[config.mk]
export PLATFORM = sky130hd
export DESIGN_NAME = conv_window_accumulator
export DESIGN_NICKNAME = d
export VERILOG_FILES = /design/src/rtl/conv_window_accumulator.sv
export SDC_FILE = /design/constraint.sdc
export NUM_CORES = 1
export LEC_CHECK = 0
export CAP_MARGIN = 10
export CORE_ASPECT_RATIO = 1.25
export CORE_MARGIN = 5
export CORE_UTILIZATION = 52
export DETAILED_ROUTE_END_ITERATION = 8
export MAX_ROUTING_LAYER = met4
export PLACE_DENSITY = 0.79
export SLEW_MARGIN = 40
export SYNTH_ARGS = -nofsm -noshare
export SYNTH_HDL_FRONTEND = slang
export SYNTH_SLANG_ARGS = --single-unit
[constraint.sdc]
create_clock -name clk -period 3 [get_ports clk]
set_clock_uncertainty 0.1 [all_clocks]
set_input_delay 0.6 -clock clk [delete_from_list [all_inputs] [get_ports clk]]
set_output_delay 0.6 -clock clk [all_outputs]
set_load 0.01 [all_outputs]
[src/rtl/conv_window_accumulator.sv]
// Accumulates TERMS unsigned partial sums from the ripple adder into one output pixel.
// The window sum and a saturated pixel are held on a valid/ready output until consumed.
module conv_window_accumulator #(
  parameter int TERMS = 9,
  parameter int IN_W  = 9,
  parameter int ACC_W = 13,
  parameter int PIX_W = 8,
  parameter int CNT_W = 4
) (
  input  logic             clk,
  input  logic             rst,
  input  logic [IN_W-1:0]  in_data,
  input  logic             in_last,
  input  logic             in_valid,
  output logic             in_ready,
  output logic [ACC_W-1:0] acc_out,
  output logic [PIX_W-1:0] pix_out,
  output logic             out_valid,
  input  logic             out_ready,
  output logic             err_frame,
  output logic [CNT_W-1:0] term_cnt
);

  typedef enum logic {
    ACCUM = 1'b0,
    HOLD  = 1'b1
  } state_t;

  localparam logic [ACC_W-1:0] PIX_MAX  = ACC_W'((2 ** PIX_W) - 1);
  localparam logic [CNT_W-1:0] LAST_CNT = CNT_W'(TERMS - 1);

  function automatic logic [PIX_W-1:0] sat_pix(input logic [ACC_W-1:0] v);
    if (v > PIX_MAX) return '1;
    else             return v[PIX_W-1:0];
  endfunction

  state_t           state;
  logic [ACC_W-1:0] acc;
  logic [ACC_W-1:0] sum_next;
  logic             cnt_full;
  logic             in_xfer;

  always_comb begin
    sum_next = acc + {{(ACC_W-IN_W){1'b0}}, in_data};
    cnt_full = (term_cnt == LAST_CNT);
    in_xfer  = in_valid && in_ready;
  end

  assign in_ready = (state == ACCUM);

  // A window closes on the expected last count or on an early in_last; any
  // disagreement between the two is a framing error but still emits a pixel.
  always_ff @(posedge clk) begin
    if (rst) begin
      state     <= ACCUM;
      acc       <= '0;
      term_cnt  <= '0;
      out_valid <= 1'b0;
      acc_out   <= '0;
      pix_out   <= '0;
      err_frame <= 1'b0;
    end else begin
      case (state)
        ACCUM: begin
          if (in_xfer) begin
            if (in_last != cnt_full) err_frame <= 1'b1;
            if (cnt_full || in_last) begin
              acc_out   <= sum_next;
              pix_out   <= sat_pix(sum_next);
              acc       <= '0;
              term_cnt  <= '0;
              out_valid <= 1'b1;
              state     <= HOLD;
            end else begin
              acc      <= sum_next;
              term_cnt <= term_cnt + CNT_W'(1);
            end
          end
        end
        HOLD: begin
          if (out_ready) begin
            out_valid <= 1'b0;
            state     <= ACCUM;
          end
        end
        default: state <= ACCUM;
      endcase
    end
  end

endmodule
==> impl_metrics.tcl <==
set metrics [dict create \
    outcome "finished, final reports clean" \
    clkPwrFrac_pct 30.7 \
    cp_slowest_cell "clkdlybuf4s50_1" \
    grt_start_max_net_pins 24 \
    worst_setup_path_end_kind "flip-flop" \
    worstMarginPinSlew_ns 0.5500 \
    synth-async-reset-ratio_pct 0 \
    cp.arrival_ns 2.98 \
    postCtsSetupBuffers 0 \
    avgSynthCellArea_um2 8.214 \
    crit_chain "clkdlybuf4s50_1, ha_1, inv_1, fa_1, nor2b_4, o31ai_2, a32o_1, nor3_2, nor3_2, buf_4, a311oi_2" \
    sw_frac_of_total_pct 29.06 \
    design_area_um2 3002 \
    cts_tree "yes" \
    max_slew_margin_pct 63.22 \
    avgRoutedWirePerCell_um 15.32 \
    placed_area_um2 2874 \
    synth_edf_count 0 \
    path_class "primary input to flip-flop" \
    hold_path.class "flip-flop to flip-flop" \
    cpPeakStageDelay_ns 0.48 \
    dp_hpwl_um 4456 \
    yosysSeqAreaShare_pct 36.20 \
    via_per_inst 5.573 \
    grt_pass1_wl_um 10180 \
    internal_power_w 0.0009476 \
    num_rows 26 \
    nets 361 \
    rr_endpoint "pix_out[3]$_SDFFE_PP0P_" \
    peakVddDrop_uv 316.8 \
    reg2regPathDepth 10 \
    overflow 0 \
    port_buffers 41 \
    clkLatencyLatePin_ns 0.29 \
    clockBufferDepth 2 \
    area_delta_synth_final_pct 32.40 \
    totalPowerFinal_w 0.001336 \
    power.switching_w 0.0003881 \
    drtIter0Drc 197 \
    cp_data_required_time_ns 3.10 \
    ys.flop_type "dfxtp_1" \
    ios 42 \
    synth_fp_nets 303 \
    wl_um 5991 \
    ant_nets 0 \
    crit_start "in_data[0]" \
    placedCellCount 383 \
    period_needed_ns 2.880 \
    synth_area_um2 2267 \
    antenna_cells 0 \
    period_share_pct 96.02 \
    stdcell_count 391 \
    comb_power_share_pct 25.1 \
    layout-drive-gt1-share_pct 15.22 \
    place.gp.congestion 0.8738 \
    critPathLaunchType "primary input" \
    synth_seq_cells 41 \
    seqPwrFrac_pct 44.2 \
    cp_max_fo 8 \
    power_leakage_nw 1.213 \
    ys_types 53 \
    grt_pass1_vias 2213 \
    cts_max_level 2 \
    die_h_um 83.83 \
    dr.pass1.iters 4 \
    timing.final.max_slew_violations 0 \
    drc 0 \
    clkSinkCount 41 \
    cap_violations 0 \
    regToRegStartpoint "acc[0]$_SDFFE_PP0P_" \
    setup_violations 0 \
    dieArea_um2 5789 \
    start_util_pct 54.45 \
    cts-root-buf "clkbuf_8" \
    path_common_cell "nor3_2" \
    powerDensity_nw_per_um2 445.0 \
    track_usage_pct 22.06 \
    finalHoldViolations 0 \
    grt_antenna_before_repair 0 \
    path_clk_slew_ns 0.08 \
    r2r_slack_ns 0.56 \
    dieWidth_um 69.06 \
    crit_end "pix_out[3]$_SDFFE_PP0P_" \
    max_freq_mhz 347.2 \
    syn_inst 276 \
    cts_buffers 5 \
    design.core.area_um2 4164 \
    ys_warn_count 0 \
    vias 2179 \
]
[registers in the layout (all words and copies together) (netlist names)]
register and cells:
out_valid 1, acc 13, term_cnt 4, acc_out 13, err_frame 1, pix_out 8, state 1
[stage by stage]
step | utilization, % | worst slack (ns) | TNS [ns] | hold WS [ns]
floorplan | - | 0.4258 | 0 | 0.3356
global placement | 69.02 | -0.1542 | -1.135 | 0.3410
detailed placement | 69.02 | -0.2602 | -2.055 | 0.3488
CTS | 71.60 | 0.04483 | 0 | 0.3605
global route | 72.09 | -0.01384 | -0.03854 | 0.3903
finish | 72.09 | 0.1195 | 0 | 0.3585
[layout by cell type, fill, tap and decap left out, types with 2 or more instances in the layout]
| cell | instances |
|---|---|
| dfxtp_1 | 41 |
| clkdlybuf4s50_1 | 41 |
| nand2_1 | 33 |
| nor2_1 | 31 |
| a21oi_1 | 28 |
| buf_4 | 27 |
| inv_1 | 14 |
| ha_1 | 12 |
| o21ai_0 | 7 |
| nand3_1 | 7 |
| a22oi_1 | 7 |
| xnor2_1 | 7 |
| clkbuf_8 | 7 |
| a211oi_1 | 5 |
| nor3_1 | 5 |
| a311oi_1 | 5 |
| nand3b_1 | 4 |
| and3_4 | 3 |
| a21o_1 | 3 |
| o21bai_1 | 3 |
| nor2b_1 | 2 |
| and2_1 | 2 |
| o21a_1 | 2 |
| o31a_1 | 2 |
| and3_1 | 2 |
| nor3_2 | 2 |
| mux2i_1 | 2 |
| nand2b_1 | 2 |
| a31oi_1 | 2 |
[kinds of logic (layout without fill, tap and decap cells)]
| family | count (synthesis) | count (layout) | share of synthesized area [%] |
|---|---|---|---|
| XOR/XNOR | 8 | 8 | 3.091 |
| AO/OA/AOI/OAI | 81 | 81 | 25.55 |
| AND/OR/NAND/NOR | 100 | 100 | 21.08 |
| adder cells (fa/ha/maj) | 13 | 13 | 7.505 |
| flip-flops | 41 | 41 | 36.20 |
| buffers and inverters | 31 | 90 | 5.684 |
| multiplexers | 2 | 2 | 0.8830 |
[worst max-delay path, delay by kind of cell]
kind            cells  cell delay, ns
compound gates      3            0.60
fa+ha+maj           2            0.63
buf+inv             3            0.72
simple gates        3            0.42
[cell type report]
class | instances | area, µm²
Clock buffer | 7 | 96.34
Clock inverter | 1 | 8.758
Fill cell | 359 | 1162
Inverter | 14 | 52.55
Multi-Input combinational cell | 204 | 1340
Sequential cell | 41 | 820.8
Tap cell | 56 | 70.07
Timing Repair Buffer | 68 | 613.1
[power groups by stage]
| stage | Combinational [W] | Clock (W) | Sequential (W) |
|---|---|---|---|
| 6_report | 0.000335 | 0.000411 | 0.000590 |
| 5_1_grt | 0.000365 | 0.000440 | 0.000594 |
| 4_1_cts | 0.000328 | 0.000421 | 0.000591 |
| 3_5_place_dp | 0.000325 | 0 | 0.000603 |
| 3_3_place_gp | 0.000320 | 0 | 0.000602 |
| 2_1_floorplan | 0.000167 | 0 | 0.000611 |
[synth_stat cells, types with 2 or more instances]
cell,count,share of area [%]
mux2i_1,2,0.88
o21bai_1,3,0.99
nand3_1,7,1.5
nand3b_1,4,1.3
a211oi_1,5,1.7
o21ai_0,7,1.5
a311oi_1,6,2.3
a22oi_1,7,2.3
a31oi_1,2,0.55
a21o_1,3,0.99
nand2_1,33,5.5
clkbuf_1,12,2.0
ha_1,12,6.6
buf_2,3,0.66
nor2b_1,3,0.83
o21a_1,2,0.66
nand2b_1,2,0.55
and3_1,2,0.55
nor2_1,31,5.1
and2_1,2,0.55
a21oi_1,29,6.4
o31a_1,2,0.77
and3_4,3,1.5
dfxtp_1,41,36
xnor2_1,7,2.7
inv_1,14,2.3
nor3_1,6,1.3
[what timing repair did]
item,4_1_cts,5_1_grt
pin swaps,0,0
hold buffers,0,0
gates cloned,0,0
resized for setup,1,4
setup endpoints to repair,1,8
[worst min path at each step]
stage,start,end,depth (start not counted)
floorplan,acc[0]$_SDFFE_PP0P_,acc[0]$_SDFFE_PP0P_,2
global placement,acc[0]$_SDFFE_PP0P_,acc[0]$_SDFFE_PP0P_,2
detailed placement,acc_out[2]$_SDFFE_PP0P_,acc_out[2]$_SDFFE_PP0P_,2
CTS,acc_out[4]$_SDFFE_PP0P_,acc_out[4]$_SDFFE_PP0P_,2
global route,acc_out[7]$_SDFFE_PP0P_,acc_out[7]$_SDFFE_PP0P_,2
finish,acc_out[4]$_SDFFE_PP0P_,acc_out[4]$_SDFFE_PP0P_,2
[layer usage]
metal	wire length, µm	vias to the layer above	track usage (%)
met1	2394	1019	24.76
li1	-	1085	-
met2	3026	58	37.76
met5	0	-	-
met3	300	17	3.976
met4	269	0	10.12
Power figures use the tool's default switching activity.
